--- src/rtl/id_ex_register.sv ---
// ID/EX pipeline register.
//
// Captures the decode-stage controls, datapath values and register specifiers
// for one clock, so the execute stage sees them exactly one cycle later.
// Edge priority is flush, then stall, then load. A bubble, from a flush or from
// a load of an empty ID slot, always carries all-zero controls. bubble_count
// counts loaded bubbles and saturates at 16'hFFFF.
//
// Ports
//   clk, rst_n             clock, asynchronous active-low reset
//   stall, flush           hold everything / load a bubble
//   in_valid, ctl_in       ID slot valid flag and gated decode controls
//   pc_plus4_in .. imm_in  DATA_WIDTH datapath values
//   rs_in, rt_in, rd_in    register specifiers
//   *_out                  registered copies of the above
//   out_valid              EX slot holds a real instruction
//   bubble_count           saturating count of bubbles loaded since reset
module id_ex_register #(
    parameter int unsigned DATA_WIDTH     = 32,
    parameter int unsigned REG_ADDR_WIDTH = 5
) (
    input  logic                      clk,
    input  logic                      rst_n,
    input  logic                      stall,
    input  logic                      flush,
    input  logic                      in_valid,
    input  logic [8:0]                ctl_in,
    input  logic [DATA_WIDTH-1:0]     pc_plus4_in,
    input  logic [DATA_WIDTH-1:0]     rd_data1_in,
    input  logic [DATA_WIDTH-1:0]     rd_data2_in,
    input  logic [DATA_WIDTH-1:0]     imm_in,
    input  logic [REG_ADDR_WIDTH-1:0] rs_in,
    input  logic [REG_ADDR_WIDTH-1:0] rt_in,
    input  logic [REG_ADDR_WIDTH-1:0] rd_in,
    output logic [8:0]                ctl_out,
    output logic [DATA_WIDTH-1:0]     pc_plus4_out,
    output logic [DATA_WIDTH-1:0]     rd_data1_out,
    output logic [DATA_WIDTH-1:0]     rd_data2_out,
    output logic [DATA_WIDTH-1:0]     imm_out,
    output logic [REG_ADDR_WIDTH-1:0] rs_out,
    output logic [REG_ADDR_WIDTH-1:0] rt_out,
    output logic [REG_ADDR_WIDTH-1:0] rd_out,
    output logic                      out_valid,
    output logic [15:0]               bubble_count
);

    logic [8:0]                ctl_q, ctl_d;
    logic                      valid_q, valid_d;
    logic [15:0]               cnt_q, cnt_d;
    logic [DATA_WIDTH-1:0]     pc_q, pc_d;
    logic [DATA_WIDTH-1:0]     rd1_q, rd1_d;
    logic [DATA_WIDTH-1:0]     rd2_q, rd2_d;
    logic [DATA_WIDTH-1:0]     imm_q, imm_d;
    logic [REG_ADDR_WIDTH-1:0] rs_q, rs_d;
    logic [REG_ADDR_WIDTH-1:0] rt_q, rt_d;
    logic [REG_ADDR_WIDTH-1:0] rd_q, rd_d;
    logic                      bubble_load;

    // A bubble enters on a flush, or on a plain load of an empty ID slot.
    assign bubble_load = flush | (~stall & ~in_valid);

    always_comb begin
        ctl_d   = ctl_q;
        valid_d = valid_q;
        pc_d    = pc_q;
        rd1_d   = rd1_q;
        rd2_d   = rd2_q;
        imm_d   = imm_q;
        rs_d    = rs_q;
        rt_d    = rt_q;
        rd_d    = rd_q;
        if (flush) begin
            // Datapath is deliberately held; only the controls are killed.
            ctl_d   = '0;
            valid_d = 1'b0;
        end else if (!stall) begin
            ctl_d   = in_valid ? ctl_in : 9'd0;
            valid_d = in_valid;
            pc_d    = pc_plus4_in;
            rd1_d   = rd_data1_in;
            rd2_d   = rd_data2_in;
            imm_d   = imm_in;
            rs_d    = rs_in;
            rt_d    = rt_in;
            rd_d    = rd_in;
        end
    end

    always_comb begin
        cnt_d = cnt_q;
        if (bubble_load && (cnt_q != 16'hFFFF)) begin
            cnt_d = cnt_q + 16'd1;
        end
    end

    always_ff @(posedge clk or negedge rst_n) begin
        if (!rst_n) begin
            ctl_q   <= '0;
            valid_q <= 1'b0;
            cnt_q   <= '0;
            pc_q    <= '0;
            rd1_q   <= '0;
            rd2_q   <= '0;
            imm_q   <= '0;
            rs_q    <= '0;
            rt_q    <= '0;
            rd_q    <= '0;
        end else begin
            ctl_q   <= ctl_d;
            valid_q <= valid_d;
            cnt_q   <= cnt_d;
            pc_q    <= pc_d;
            rd1_q   <= rd1_d;
            rd2_q   <= rd2_d;
            imm_q   <= imm_d;
            rs_q    <= rs_d;
            rt_q    <= rt_d;
            rd_q    <= rd_d;
        end
    end

    assign ctl_out      = ctl_q;
    assign out_valid    = valid_q;
    assign bubble_count = cnt_q;
    assign pc_plus4_out = pc_q;
    assign rd_data1_out = rd1_q;
    assign rd_data2_out = rd2_q;
    assign imm_out      = imm_q;
    assign rs_out       = rs_q;
    assign rt_out       = rt_q;
    assign rd_out       = rd_q;

endmodule

--- config.mk ---
export PLATFORM = sky130hd
export DESIGN_NAME = id_ex_register
export DESIGN_NICKNAME = d
export VERILOG_FILES = /design/src/rtl/id_ex_register.sv
export SDC_FILE = /design/constraint.sdc
export NUM_CORES = 1
export LEC_CHECK = 0
export BUFFER_PORTS_ARGS = -buffer_cell sky130_fd_sc_hd__buf_4
export CORE_MARGIN = 4
export CORE_UTILIZATION = 46
export CTS_BUF_LIST = sky130_fd_sc_hd__clkbuf_4 sky130_fd_sc_hd__clkbuf_8 sky130_fd_sc_hd__clkbuf_16
export DETAILED_ROUTE_END_ITERATION = 10
export GPL_TIMING_DRIVEN = 0
export PLACE_DENSITY = 0.84
export SYNTH_ARGS = -nofsm -noshare
export SYNTH_HDL_FRONTEND = slang
export SYNTH_SLANG_ARGS = --single-unit
--- constraint.sdc ---
create_clock -name clk -period 2 [get_ports clk]
set_input_delay 0.1 -clock clk [delete_from_list [all_inputs] [get_ports clk]]
set_output_delay 0.1 -clock clk [all_outputs]
set_load 0.02 [all_outputs]
# Word level (Yosys, flattened, before mapping)
# Index checks and enable logic that the tools add are counted.
[classes]
add_sub_neg = 1
eq_ne = 2
mux = 5
bitwise = 5
reduce_logical = 2
[ops]
columns = ["op", "count"]
rows = [
  ["$mux 9", 3],
  ["$add 16x1->16 const B", 1],
  ["$ne 16x16->1 const B", 1],
  ["$not 1->1", 3],
  ["$mux 1", 2],
  ["$ne 2x1->1 const B", 1],
  ["$reduce_and 2->1", 1],
  ["$and 1x1->1", 1],
  ["$logic_and 1x1->1", 1],
  ["$or 1x1->1", 1],
]
[word_totals]
register_bits = 169
inputBits = 157
output_inout_bits = 169
elab_cells = 25

# Logic depth before layout (Yosys ltp)
[logic_depth]
depth_word = 4
mapped_depth = 5
mapped_depth_nobuf = 5

# Worst setup path after synthesis
# No wires, ideal clock.
[synth_timing]
path_type = "register to register"
from = "register cnt_q[13] (netlist: bubble_count[13])"
to = "register cnt_q[1] (netlist: bubble_count[1])"
setup_ps = 125
t_arrival_ps = 1584
required_ps = 1875
path_slack_ps = 291
stages_incl_launch_ff = 5
n_path_buf = 0
synth_period_minus_slack_ps = 1709
path_cell_list = "dfrtp_1 nand4_1 nor4_4 nor2_2 mux2_4"
[synth_via]
elab_chain_cells = 2
[synth_rtl]
columns = ["item", "line", "source"]
rows = [
  ["from (decl)", "49", "logic [15:0] cnt_q, cnt_d;"],
  ["from (signal assigned)", "111", "cnt_q <= cnt_d;"],
  ["$ne 16x16->1", "91", "if (bubble_load && (cnt_q != 16'hFFFF)) begin"],
  ["$logic_and 1x1->1", "91", ""],
]
# No other way between the ends.
# A chain may end at the register's enable or synchronous reset.

# Worst setup path in the final report
# Same ends and word-level chain as after synthesis.

==> flow_summary.toml <==
[cts]
tritoncts = "yes"
clockBufferDepth = 2
cts.sinks = 169
ctsResizeCount = 0
clk_latency_ps = 420
cts-root-buf = "clkbuf_16"
cts_made_buffers = 17
clkTransAtPathRegs_ps = 60
h-tree-depth = 4

[routing]
first_iter_violations = 214
vias = 5601
drc_errors = 0
routed_wl_mm = 22.6
routed_via_density = 5.06
first_pass_iters = 4
drtAntennaViolNets = 0
wl_per_cell_um = 20.4

[timing]
post-route-min-period_ps = 1790
period_share = 0.895
setup_ws_ps = 210
rsz0062_at_grt = "false"
hold_violations = 0
slew_headroom = 0.472
report.final.slew_viol_count = 0
finalClockSkew_ps = 8.47
tightestPinTransition_ps = 789
max_clock_freq_ghz = 0.559
setup-violations-final = 0

[worst_setup_path]
reg2reg_from = "bubble_count[13]$_DFFE_PN0P_"
rr_endpoint = "bubble_count[1]$_DFFE_PN0P_"
path_buf_inv = 0
crit_type = "register to register"
worstSetupStartpoint = "bubble_count[13]$_DFFE_PN0P_"
cp_slowest_cell = "nor4_4"
cp.depth = 4
end_kind = "register"
start_kind = "register"
cp-endpoint = "bubble_count[1]$_DFFE_PN0P_"
cp.arrival_ps = 2080
worst-r2r-cell-count = 4
crit_chain = "nand4_1, nor4_4, nor2_2, mux2_4"
cp_top_family = "simple AND/OR/NAND/NOR gates"
critPathRequiredTime_ps = 2290
worst_path_largest_cell_delay_ps = 580
cp_max_fo = 9
r2r_slack_ps = 210

[status]
outcome = "complete, no violations"

[global_routing]
grt_pass1_wl_mm = 34.9
antenna_found_initial = 1
grt.total_usage = 0.282
grt_pass1_vias = 6313
grt-ovfl-total = 0
grt_max_degree = 91

[finish]
num-fill-cells = 677
area_growth_pct = 73.1
register_area_um2 = 4230
final_cell_mix = "324 x buf_4, 169 x dfrtp_1, 144 x dlygate4sd3_1"
layout_commonest_cell = "buf_4"
final_nets = 1072
multi_input_area_um2 = 2160
drive_above_1_share = 0.561

[power_and_ir_drop]
power_switching_mw = 3.18
p_total_mw = 10.7
p_leak_nw = 5.36
swShare = 0.298
pwr-share-seq = 0.408
p_comb_frac = 0.275
p_per_area_nw_per_um2 = 951
clkPwrFrac = 0.317
ir_drop_uv = 586
internal-power_mw = 7.50

[place]
routabilityCongestion = 0.801
io_buffers = 325
hpwl_mm = 13.8
post-place-ws_ps = -47.4

[yosys]
synthCells = 425
ys_seq_area_frac = 0.652
ys_ff_latch = 169
ys_warn_count = 0
synth_area_um2 = 6490
synth-edff-count = 0
ys.flop_type = "dfrtp_1"
async_flop_share = 1.00
synth_fp_nets = 583
avgSynthCellArea_um2 = 15.3
synth_cell_types = 26

[floorplan]
die_h_um = 127
start_util = 0.469
fp.dieW_um = 127
io_pins = 326
rows = 43
core-area_um2 = 13800
fp.dieArea_um2 = 16100

[min_path]
hold_path_depth = 3
hp-class = "input pin to register"

[run]
drv_cap = 0
-- worst min-delay path by stage --
stage / start / end / slack [ps]
finish: flush / out_valid$_DFFE_PN0P_ / 40
global route: flush / out_valid$_DFFE_PN0P_ / 40
CTS: flush / out_valid$_DFFE_PN0P_ / 20
detailed placement: rst_n / imm_out[23]$_DFFE_PN0P_ / 180
global placement: imm_in[22] / imm_out[22]$_DFFE_PN0P_ / 330
floorplan: rst_n / bubble_count[0]$_DFFE_PN0P_ / -200
-- metal layers --
layer | vias to the layer above | part of all wire | GRT usage
met5 | - | 0 | 0
met4 | 0 | 0.041 | 0.126
met3 | 72 | 0.073 | 0.0787
met2 | 279 | 0.54 | 0.520
met1 | 2788 | 0.35 | 0.300
li1 | 2462 | - | -
-- flip-flops by register name, indices dropped and copies added, names as in the netlist --
signal,flops
imm_out,32
pc_plus4_out,32
rd_data1_out,32
rd_data2_out,32
bubble_count,16
ctl_out,9
rd_out,5
rs_out,5
rt_out,5
out_valid,1
-- power by group through the flow --
stage | combinational (mW) | clock (mW) | sequential (mW)
floorplan | 0.644 | 0 | 4.96
global placement | 2.58 | 0 | 4.33
detailed placement | 2.65 | 0 | 4.37
CTS | 2.89 | 3.40 | 4.32
global route | 3.10 | 3.57 | 4.42
finish | 2.94 | 3.39 | 4.35
-- through the flow --
step           cells  area, um^2  TNS [ps]  utilization  hold WS (ps)
5_1_grt         1106       11200         0        0.812          38.9
3_5_place_dp     931        9180     -1680        0.664           180
4_1_cts         1105       11200         0        0.812          17.5
3_3_place_gp     930        9150     -1340        0.662           333
2_1_floorplan    425        6490         0            -          -196
6_report        1106       11200         0        0.812          39.5
-- cell type report --
type | count | share of cell area
repair buffers | 470 | 0.348
clock inverters | 8 | 0.0107
plain buffers | 19 | 0.00791
diodes | 1 | 0.000223
well taps | 180 | 0.0201
clock buffers | 22 | 0.0429
inverters | 1 | 0.000334
multi-input cells | 236 | 0.193
flip-flops and latches | 169 | 0.377
-- worst register-to-register path: stages (launching register included) --
cell and delay (ps):
dfrtp_1 430, nand4_1 250, nor4_4 580, nor2_2 110
mux2_4 310
-- cells in the mapped netlist, drive strengths merged (2+ instances only) --
cell | n | area (um^2)
dfrtp | 169 | 4230
mux2 | 144 | 1630
nor2 | 25 | 96.4
buf | 15 | 73.8
nand2 | 15 | 56.3
xor2 | 15 | 131
a21oi | 10 | 50.1
nand4 | 6 | 50.0
nor3 | 6 | 30.0
nor4 | 5 | 46.3
clkbuf | 4 | 15.0
nor4b | 2 | 17.5
-- cell families (layout without fill, tap and decap cells) --
kind of cell	after synthesis	in the layout	synth area share
AO/OA/AOI/OAI	11	11	0.00887
XOR/XNOR	15	15	0.0203
adder cells (fa/ha/maj)	1	1	0.00193
buffers and inverters	20	520	0.0143
flip-flops	169	169	0.652
multiplexers	144	144	0.251
other	0	1	0
AND/OR/NAND/NOR	65	65	0.0521
-- repair_timing --
| item | in CTS | in global routing |
|---|---|---|
| hold endpoints to repair | 222 | 0 |
| endpoints found under the setup margin | 0 | 0 |
| buffers inserted | 0 | 0 |
| hold buffers | 144 | 0 |
Power figures use the tool's default switching activity.
